## src/rtl/param_processor_core_pkg.sv

```systemverilog
// Shared definitions for param_processor_core: default field widths,
// opcode encodings and FSM state encodings.
package param_processor_core_pkg;

  localparam int unsigned DEF_WORD_WIDTH = 32;
  localparam int unsigned DEF_ARG_WIDTH  = 8;
  localparam int unsigned DEF_OP_WIDTH   = 8;
  localparam int unsigned DEF_PC_ADDR    = 0;

  // Opcodes; anything above OP_LAST is undefined and traps.
  // HALT is zero so that a cleared memory stops the core.
  localparam int unsigned OP_HALT   = 0;
  localparam int unsigned OP_ADD    = 1;
  localparam int unsigned OP_SUB    = 2;
  localparam int unsigned OP_MUL    = 3;
  localparam int unsigned OP_DIV    = 4;
  localparam int unsigned OP_LT     = 5;
  localparam int unsigned OP_GT     = 6;
  localparam int unsigned OP_LEQ    = 7;
  localparam int unsigned OP_GEQ    = 8;
  localparam int unsigned OP_EQ     = 9;
  localparam int unsigned OP_NEQ    = 10;
  localparam int unsigned OP_JMP    = 11;
  localparam int unsigned OP_SET    = 12;
  localparam int unsigned OP_SETDS  = 13;
  localparam int unsigned OP_SETDD  = 14;
  localparam int unsigned OP_SETDDI = 15;
  localparam int unsigned OP_LAST   = OP_SETDDI;

  typedef enum logic [3:0] {
    S_IDLE,
    S_FETCH_PC,
    S_FETCH_INSN,
    S_DECODE,
    S_RD_A,
    S_RD_B,
    S_RD_IND,
    S_RD_C,
    S_EXEC,
    S_WR_RES,
    S_WR_PC,
    S_HALTED
  } state_e;

endpackage

```

## src/rtl/param_processor_core_alu.sv

```systemverilog
// Combinational execute stage: result and next PC from opcode, operands
// and current PC. Holds the divide-by-zero and jump rules.
module param_processor_core_alu
  import param_processor_core_pkg::*;
#(
  parameter int unsigned WORD_WIDTH = DEF_WORD_WIDTH,
  parameter int unsigned OP_WIDTH   = DEF_OP_WIDTH
) (
  input  logic [OP_WIDTH-1:0]   op_i,
  input  logic [WORD_WIDTH-1:0] x_i,
  input  logic [WORD_WIDTH-1:0] y_i,
  input  logic [WORD_WIDTH-1:0] currpc_i,
  output logic [WORD_WIDTH-1:0] result_c_o,
  output logic [WORD_WIDTH-1:0] nxtpc_c_o
);

  // Unsigned arithmetic wraps naturally at the word width.
  always_comb begin
    result_c_o = '0;
    nxtpc_c_o  = currpc_i + WORD_WIDTH'(1);
    case (op_i)
      OP_WIDTH'(OP_ADD):    result_c_o = x_i + y_i;
      OP_WIDTH'(OP_SUB):    result_c_o = x_i - y_i;
      OP_WIDTH'(OP_MUL):    result_c_o = x_i * y_i;
      OP_WIDTH'(OP_DIV):    result_c_o = (y_i == '0) ? '1 : x_i / y_i;
      OP_WIDTH'(OP_LT):     result_c_o = WORD_WIDTH'(x_i <  y_i);
      OP_WIDTH'(OP_GT):     result_c_o = WORD_WIDTH'(x_i >  y_i);
      OP_WIDTH'(OP_LEQ):    result_c_o = WORD_WIDTH'(x_i <= y_i);
      OP_WIDTH'(OP_GEQ):    result_c_o = WORD_WIDTH'(x_i >= y_i);
      OP_WIDTH'(OP_EQ):     result_c_o = WORD_WIDTH'(x_i == y_i);
      OP_WIDTH'(OP_NEQ):    result_c_o = WORD_WIDTH'(x_i != y_i);
      OP_WIDTH'(OP_JMP):    if (x_i != '0) nxtpc_c_o = y_i;
      OP_WIDTH'(OP_SET):    result_c_o = x_i;
      OP_WIDTH'(OP_SETDS):  result_c_o = y_i;
      OP_WIDTH'(OP_SETDD):  result_c_o = x_i;
      OP_WIDTH'(OP_SETDDI): result_c_o = x_i;
      default:              result_c_o = '0;
    endcase
  end

endmodule

```

## src/rtl/param_processor_core.sv

```systemverilog
// Multi-cycle memory-to-memory processor core. Fetches PC and an
// op|a|b|c instruction word from external RAM over a req/ready handshake,
// dereferences operands, executes, writes the result and then the PC.
// Optional trace outputs are enabled by defining PROCESSOR_TRACE_EN.
module param_processor_core
  import param_processor_core_pkg::*;
#(
  parameter int unsigned WORD_WIDTH = DEF_WORD_WIDTH,
  parameter int unsigned ARG_WIDTH  = DEF_ARG_WIDTH,
  parameter int unsigned OP_WIDTH   = DEF_OP_WIDTH,
  parameter int unsigned PC_ADDR    = DEF_PC_ADDR
) (
  input  logic                  clock_i,
  input  logic                  reset_i,
  input  logic                  run_i,
  output logic                  mem_req_o,
  output logic                  mem_we_o,
  output logic [ARG_WIDTH-1:0]  mem_addr_o,
  output logic [WORD_WIDTH-1:0] mem_wdata_o,
  input  logic                  mem_ready_i,
  input  logic [WORD_WIDTH-1:0] mem_rdata_i,
  output logic                  halted_o,
  output logic                  illegal_o,
  output logic                  retired_o
`ifdef PROCESSOR_TRACE_EN
  ,
  output logic [WORD_WIDTH-1:0] trace_pc_o,
  output logic [WORD_WIDTH-1:0] trace_insn_o,
  output logic [WORD_WIDTH-1:0] trace_result_o
`endif
);

  // Field positions inside the instruction word (op at the top).
  localparam int unsigned A_LSB = WORD_WIDTH - OP_WIDTH - ARG_WIDTH;
  localparam int unsigned B_LSB = A_LSB - ARG_WIDTH;
  localparam int unsigned C_LSB = B_LSB - ARG_WIDTH;

  state_e                state_q, state_d;
  logic                  req_q, req_d;
  logic                  we_q, we_d;
  logic [ARG_WIDTH-1:0]  addr_q, addr_d;
  logic [WORD_WIDTH-1:0] wdata_q, wdata_d;
  logic [WORD_WIDTH-1:0] currpc_q, currpc_d;
  logic [WORD_WIDTH-1:0] insn_q, insn_d;
  logic [WORD_WIDTH-1:0] x_q, x_d;
  logic [WORD_WIDTH-1:0] y_q, y_d;
  logic [ARG_WIDTH-1:0]  waddr_q, waddr_d;
  logic [WORD_WIDTH-1:0] result_q, result_d;
  logic [WORD_WIDTH-1:0] nxtpc_q, nxtpc_d;
  logic                  halted_q, halted_d;
  logic                  illegal_q, illegal_d;
  logic                  retired_q, retired_d;
  logic                  run_q;

  logic [OP_WIDTH-1:0]   op_w;
  logic [ARG_WIDTH-1:0]  arg_a, arg_b, arg_c;
  logic                  mem_acc;
  logic                  op_uses_b, op_legal;
  logic                  rq_valid, rq_we;
  logic [ARG_WIDTH-1:0]  rq_addr;
  logic [WORD_WIDTH-1:0] rq_wdata;
  logic [WORD_WIDTH-1:0] alu_result, alu_nxtpc;

  assign op_w      = insn_q[WORD_WIDTH-1 -: OP_WIDTH];
  assign arg_a     = insn_q[A_LSB +: ARG_WIDTH];
  assign arg_b     = insn_q[B_LSB +: ARG_WIDTH];
  assign arg_c     = insn_q[C_LSB +: ARG_WIDTH];
  assign mem_acc   = req_q & mem_ready_i;
  assign op_uses_b = (op_w >= OP_WIDTH'(OP_ADD)) && (op_w <= OP_WIDTH'(OP_JMP));
  assign op_legal  = (op_w <= OP_WIDTH'(OP_LAST));

  param_processor_core_alu #(
    .WORD_WIDTH (WORD_WIDTH),
    .OP_WIDTH   (OP_WIDTH)
  ) u_alu (
    .op_i       (op_w),
    .x_i        (x_q),
    .y_i        (y_q),
    .currpc_i   (currpc_q),
    .result_c_o (alu_result),
    .nxtpc_c_o  (alu_nxtpc)
  );

  // State and datapath registers.
  always_ff @(posedge clock_i) begin
    if (reset_i) begin
      state_q   <= S_IDLE;
      req_q     <= 1'b0;
      we_q      <= 1'b0;
      addr_q    <= '0;
      wdata_q   <= '0;
      currpc_q  <= '0;
      insn_q    <= '0;
      x_q       <= '0;
      y_q       <= '0;
      waddr_q   <= '0;
      result_q  <= '0;
      nxtpc_q   <= '0;
      halted_q  <= 1'b0;
      illegal_q <= 1'b0;
      retired_q <= 1'b0;
      run_q     <= 1'b0;
    end else begin
      state_q   <= state_d;
      req_q     <= req_d;
      we_q      <= we_d;
      addr_q    <= addr_d;
      wdata_q   <= wdata_d;
      currpc_q  <= currpc_d;
      insn_q    <= insn_d;
      x_q       <= x_d;
      y_q       <= y_d;
      waddr_q   <= waddr_d;
      result_q  <= result_d;
      nxtpc_q   <= nxtpc_d;
      halted_q  <= halted_d;
      illegal_q <= illegal_d;
      retired_q <= retired_d;
      run_q     <= run_i;
    end
  end

  // Next-state logic; memory states name their request and advance on accept.
  always_comb begin
    state_d   = state_q;
    req_d     = req_q;
    we_d      = we_q;
    addr_d    = addr_q;
    wdata_d   = wdata_q;
    currpc_d  = currpc_q;
    insn_d    = insn_q;
    x_d       = x_q;
    y_d       = y_q;
    waddr_d   = waddr_q;
    result_d  = result_q;
    nxtpc_d   = nxtpc_q;
    illegal_d = illegal_q;
    retired_d = 1'b0;
    rq_valid  = 1'b0;
    rq_we     = 1'b0;
    rq_addr   = '0;
    rq_wdata  = '0;

    case (state_q)
      S_IDLE: begin
        if (run_i) state_d = S_FETCH_PC;
      end
      S_FETCH_PC: begin
        rq_valid = 1'b1;
        rq_addr  = ARG_WIDTH'(PC_ADDR);
        if (mem_acc) begin
          currpc_d = mem_rdata_i;
          state_d  = S_FETCH_INSN;
        end
      end
      S_FETCH_INSN: begin
        rq_valid = 1'b1;
        rq_addr  = currpc_q[ARG_WIDTH-1:0];
        if (mem_acc) begin
          insn_d  = mem_rdata_i;
          state_d = S_DECODE;
        end
      end
      S_DECODE: begin
        waddr_d = arg_c;
        if (op_w == OP_WIDTH'(OP_HALT)) begin
          state_d = S_HALTED;
        end else if (!op_legal) begin
          illegal_d = 1'b1;
          state_d   = S_HALTED;
        end else if (op_w == OP_WIDTH'(OP_SETDDI)) begin
          x_d     = WORD_WIDTH'(arg_a);
          state_d = S_RD_C;
        end else begin
          state_d = S_RD_A;
        end
      end
      S_RD_A: begin
        rq_valid = 1'b1;
        rq_addr  = arg_a;
        if (mem_acc) begin
          x_d = mem_rdata_i;
          if (op_uses_b)                          state_d = S_RD_B;
          else if (op_w == OP_WIDTH'(OP_SETDS))   state_d = S_RD_IND;
          else if (op_w == OP_WIDTH'(OP_SETDD))   state_d = S_RD_C;
          else                                    state_d = S_EXEC;
        end
      end
      S_RD_B: begin
        rq_valid = 1'b1;
        rq_addr  = arg_b;
        if (mem_acc) begin
          y_d     = mem_rdata_i;
          state_d = S_EXEC;
        end
      end
      S_RD_IND: begin
        rq_valid = 1'b1;
        rq_addr  = x_q[ARG_WIDTH-1:0];
        if (mem_acc) begin
          y_d     = mem_rdata_i;
          state_d = S_EXEC;
        end
      end
      S_RD_C: begin
        rq_valid = 1'b1;
        rq_addr  = arg_c;
        if (mem_acc) begin
          waddr_d = mem_rdata_i[ARG_WIDTH-1:0];
          state_d = S_EXEC;
        end
      end
      S_EXEC: begin
        result_d = alu_result;
        nxtpc_d  = alu_nxtpc;
        state_d  = (op_w == OP_WIDTH'(OP_JMP)) ? S_WR_PC : S_WR_RES;
      end
      S_WR_RES: begin
        rq_valid = 1'b1;
        rq_we    = 1'b1;
        rq_addr  = waddr_q;
        rq_wdata = result_q;
        if (mem_acc) state_d = S_WR_PC;
      end
      S_WR_PC: begin
        rq_valid = 1'b1;
        rq_we    = 1'b1;
        rq_addr  = ARG_WIDTH'(PC_ADDR);
        rq_wdata = nxtpc_q;
        if (mem_acc) begin
          retired_d = 1'b1;
          state_d   = run_i ? S_FETCH_PC : S_IDLE;
        end
      end
      S_HALTED: begin
        if (run_i && !run_q) state_d = S_FETCH_PC;
      end
      default: state_d = S_IDLE;
    endcase

    // Issue a request once per memory state; hold it until accepted.
    if (rq_valid && !req_q) begin
      req_d   = 1'b1;
      we_d    = rq_we;
      addr_d  = rq_addr;
      wdata_d = rq_wdata;
    end else if (mem_acc) begin
      req_d = 1'b0;
    end

    halted_d = (state_d == S_HALTED);
  end

  assign mem_req_o   = req_q;
  assign mem_we_o    = we_q;
  assign mem_addr_o  = addr_q;
  assign mem_wdata_o = wdata_q;
  assign halted_o    = halted_q;
  assign illegal_o   = illegal_q;
  assign retired_o   = retired_q;

`ifdef PROCESSOR_TRACE_EN
  logic [WORD_WIDTH-1:0] trace_pc_q, trace_insn_q, trace_result_q;

  // Snapshot of the instruction being retired, valid alongside retired_o.
  always_ff @(posedge clock_i) begin
    if (reset_i) begin
      trace_pc_q     <= '0;
      trace_insn_q   <= '0;
      trace_result_q <= '0;
    end else if ((state_q == S_WR_PC) && mem_acc) begin
      trace_pc_q     <= currpc_q;
      trace_insn_q   <= insn_q;
      trace_result_q <= (op_w == OP_WIDTH'(OP_JMP)) ? '0 : result_q;
    end
  end

  assign trace_pc_o     = trace_pc_q;
  assign trace_insn_o   = trace_insn_q;
  assign trace_result_o = trace_result_q;
`endif

endmodule
```

## config.mk

```make
export PLATFORM = sky130hd
export DESIGN_NAME = param_processor_core
export DESIGN_NICKNAME = d
export VERILOG_FILES = /design/src/rtl/param_processor_core_pkg.sv /design/src/rtl/param_processor_core_alu.sv /design/src/rtl/param_processor_core.sv
export SDC_FILE = /design/constraint.sdc
export NUM_CORES = 2
export LEC_CHECK = 0
export ABC_AREA = 1
export BUFFER_PORTS_ARGS = -buffer_cell sky130_fd_sc_hd__buf_4
export CORE_ASPECT_RATIO = 0.8
export CORE_UTILIZATION = 63
export CTS_BUF_LIST = sky130_fd_sc_hd__clkbuf_4 sky130_fd_sc_hd__clkbuf_8 sky130_fd_sc_hd__clkbuf_16
export CTS_CLUSTER_DIAMETER = 40
export DETAILED_ROUTE_END_ITERATION = 8
export PLACE_DENSITY = 0.8
export SLEW_MARGIN = 5
export SYNTH_ARGS = -nofsm -noshare
export SYNTH_HDL_FRONTEND = slang
export SYNTH_SLANG_ARGS = --single-unit
```

## constraint.sdc

```tcl
create_clock -name clock_i -period 70.2 [get_ports clock_i]
set_clock_uncertainty 0.15 [all_clocks]
set_input_delay 14.04 -clock clock_i [delete_from_list [all_inputs] [get_ports clock_i]]
set_output_delay 14.04 -clock clock_i [all_outputs]
set_load 0.01 [all_outputs]
```

==> impl_metrics.yaml <==
detailed_routing:
  finalWirelength_um: 237000
  first_pass_iters: 7
  dr_total_vias: 64500
  avgRoutedWirePerCell_um: 22.6
  dr_wl_met3_um: 34700
  vias_per_cell: 6.17
  met1_length_um: 91800
  drt-initial-drc-count: 8585
  drc: 0
  ant_nets: 0
  wl_met2_um: 94500
  highest_layer: "met5"
place:
  io_buffers: 80
  place.gp.congestion: 1.06
  place_hpwl_um: 176000
logic_synthesis:
  synth_largest_area_cell: "ha_1"
  ys_top_cells_by_area: "ha_1 (15%), nand2_1 (14%), fa_1 (14%)"
  ys_types: 86
  syn_area_mm2: 0.0595
  ys_ff_latch: 250
  postSynthAreaPerCell_um2: 6.54
  synth_ff_type: "dfxtp_1"
  ys_seq_area_share_pct: 8.41
  synth_edf_count: 0
  yosysWarnings: 0
  synth_top_cell_area_share_pct: 15.1
  ys_top_cells_by_count: "nand2_1 (2253), inv_1 (1540), a21oi_1 (768)"
  synth_cells: 9090
  async_flop_share_pct: 0
  yosysMostFrequentCell: "nand2_1"
  synth_nets: 10300
clock_tree:
  cts_hold_buf: 0
  clockBufferDepth: 3
  clk_pin_slew_ns: 0.06
  cts_htree_levels: 2
  cts.sinks: 250
  cts_tree: "yes"
  root_buffer: "clkbuf_16"
  clock_latency_ns: 0.59
  cts_made_buffers: 34
cells_and_area:
  final_core_util_pct: 70.9
  syn_to_final_growth_pct: 11.3
  final_nets: 10400
  drive_above_1_share_pct: 13.5
floorplanning:
  initial_core_util_pct: 63.7
  die-area_mm2: 0.0957
  die_h_um: 277
  std_cell_rows: 100
  ios: 81
  dieWidth_um: 346
  coreArea_mm2: 0.0933
timing:
  holdWs_ns: 0.314
  relSlewSlack_pct: 1.58
  setup-violations-final: 0
  fmax_ghz: 0.0151
  finalHoldViolations: 0
  tns_ns: 0
  worst_pin_slew_ns: 1.46
  period_minus_slack_ns: 66.43
  period_share_pct: 94.6
  maxSlewViolCount: 0
worst_setup_path:
  required_ns: 70.55
  cp_slowest_cell: "dfxtp_1"
  critical_path.max_fanout: 31
  timing.rr.start: "y_q[19]$_SDFFE_PP0P_"
  start_kind: "flop"
  crit_arrival_ns: 66.78
  critPathKind: "flop to flop"
  crit_start: "y_q[19]$_SDFFE_PP0P_"
  end_kind: "flop"
  slowest_delay_ns: 0.76
  path_common_cell: "nand2_1"
grt:
  grt_pass1_wl_um: 348000
  antenna_found_initial: 9
  grt_max_degree: 125
  grt_pass1_vias: 59600
  overflow: 0
  grt_usage_pct: 46.8
status:
  violations: "max-capacitance violations"
  status: "finished with violations"
min_path:
  min_from: "insn_q[13]$_SDFFE_PP0P_"
  min_path_type: "flop to flop"
flow_run:
  drv_cap: 1
==> cell type report <==
type	count	area (µm²)
fillers	7940	27100
repair buffers	417	3270
clock inverters	21	260
clock buffers	39	907
repair inverters	7	41.3
well taps	1224	1530
diodes	2	5.00
flip-flops and latches	250	5030
inverters	1587	6020
multi-input cells	6916	49100
==> metal layers <==
metal  up-vias  track usage [%]
li1      29400                -
met1     29800             62.6
met5         -                0
met3       891             14.5
met2      4327             67.8
met4        16             23.2
==> layout by cell type, fill, tap and decap left out, types with 60 or more instances in the layout <==
cell,n
nand2_1,2206
inv_1,1518
a21oi_1,688
ha_1,658
nor2_1,479
o21ai_0,449
fa_1,410
buf_4,399
xor2_1,305
nand3_1,250
dfxtp_1,237
xnor2_1,148
nand2_2,100
a21oi_2,95
o21ai_2,82
o21ai_1,79
nand3_2,70
nand4_1,69
nor3_1,60
==> state kept, by name, indices dropped and copies added, names as in the netlist <==
name / count
retired_o: 1
mem_req_o: 1
waddr_q: 8
mem_we_o: 1
mem_addr_o: 8
y_q: 32
result_q: 32
run_q: 1
nxtpc_q: 32
illegal_o: 1
halted_o: 1
x_q: 32
state_q: 4
mem_wdata_o: 32
currpc_q: 32
insn_q: 32
==> final timing paths <==
kind                                   end  slack [ns]  cells past startpoint
setup reg to reg  result_q[0]$_SDFFE_PP0P_        3.77                    489
hold reg to reg    insn_q[13]$_SDFFE_PP0P_        0.31                      2
hold / removal     insn_q[13]$_SDFFE_PP0P_        0.31                      2
setup / recovery  result_q[0]$_SDFFE_PP0P_        3.77                    489
==> stage by stage <==
stage | std cells | area (µm²) | worst slack (ns)
finish | 10500 | 66200 | 3.77
global route | 10500 | 66200 | -0.964
CTS | 10300 | 63000 | 0.000348
detailed placement | 10300 | 61600 | -2.91
global placement | 10300 | 61500 | -0.463
floorplan | 9090 | 59500 | 8.05
==> kinds of logic after synthesis <==
logic type	count (synthesis)	share of synthesized area, %
buffers and inverters	1928	12.9
xor gates and xnor gates	453	6.67
and+or+nand+nor	3506	25.2
adders and majority gates	1128	28.9
DFF	250	8.41
AOI/OAI and AO/OA	1808	17.7
muxes	17	0.292
==> repair_timing <==
item	CTS	global route
gates cloned	5	9
setup buffers	7	116
resized for setup	57	503
pin swaps	2	140
endpoints found under the setup margin	2	4
==> worst max-delay path: cells and delay by family (launching register included) <==
family          cells  cell delay [ns]
simple gates      240            26.80
fa+ha+maj          31             9.43
xor+xnor            2             0.37
flops               1             0.76
buf+inv            64             6.40
mux                 1             0.11
compound gates    151            22.17
Power is left out: the tool's default activity adds up to more than one toggle a clock period on the data nets, which glitch-free logic cannot reach.
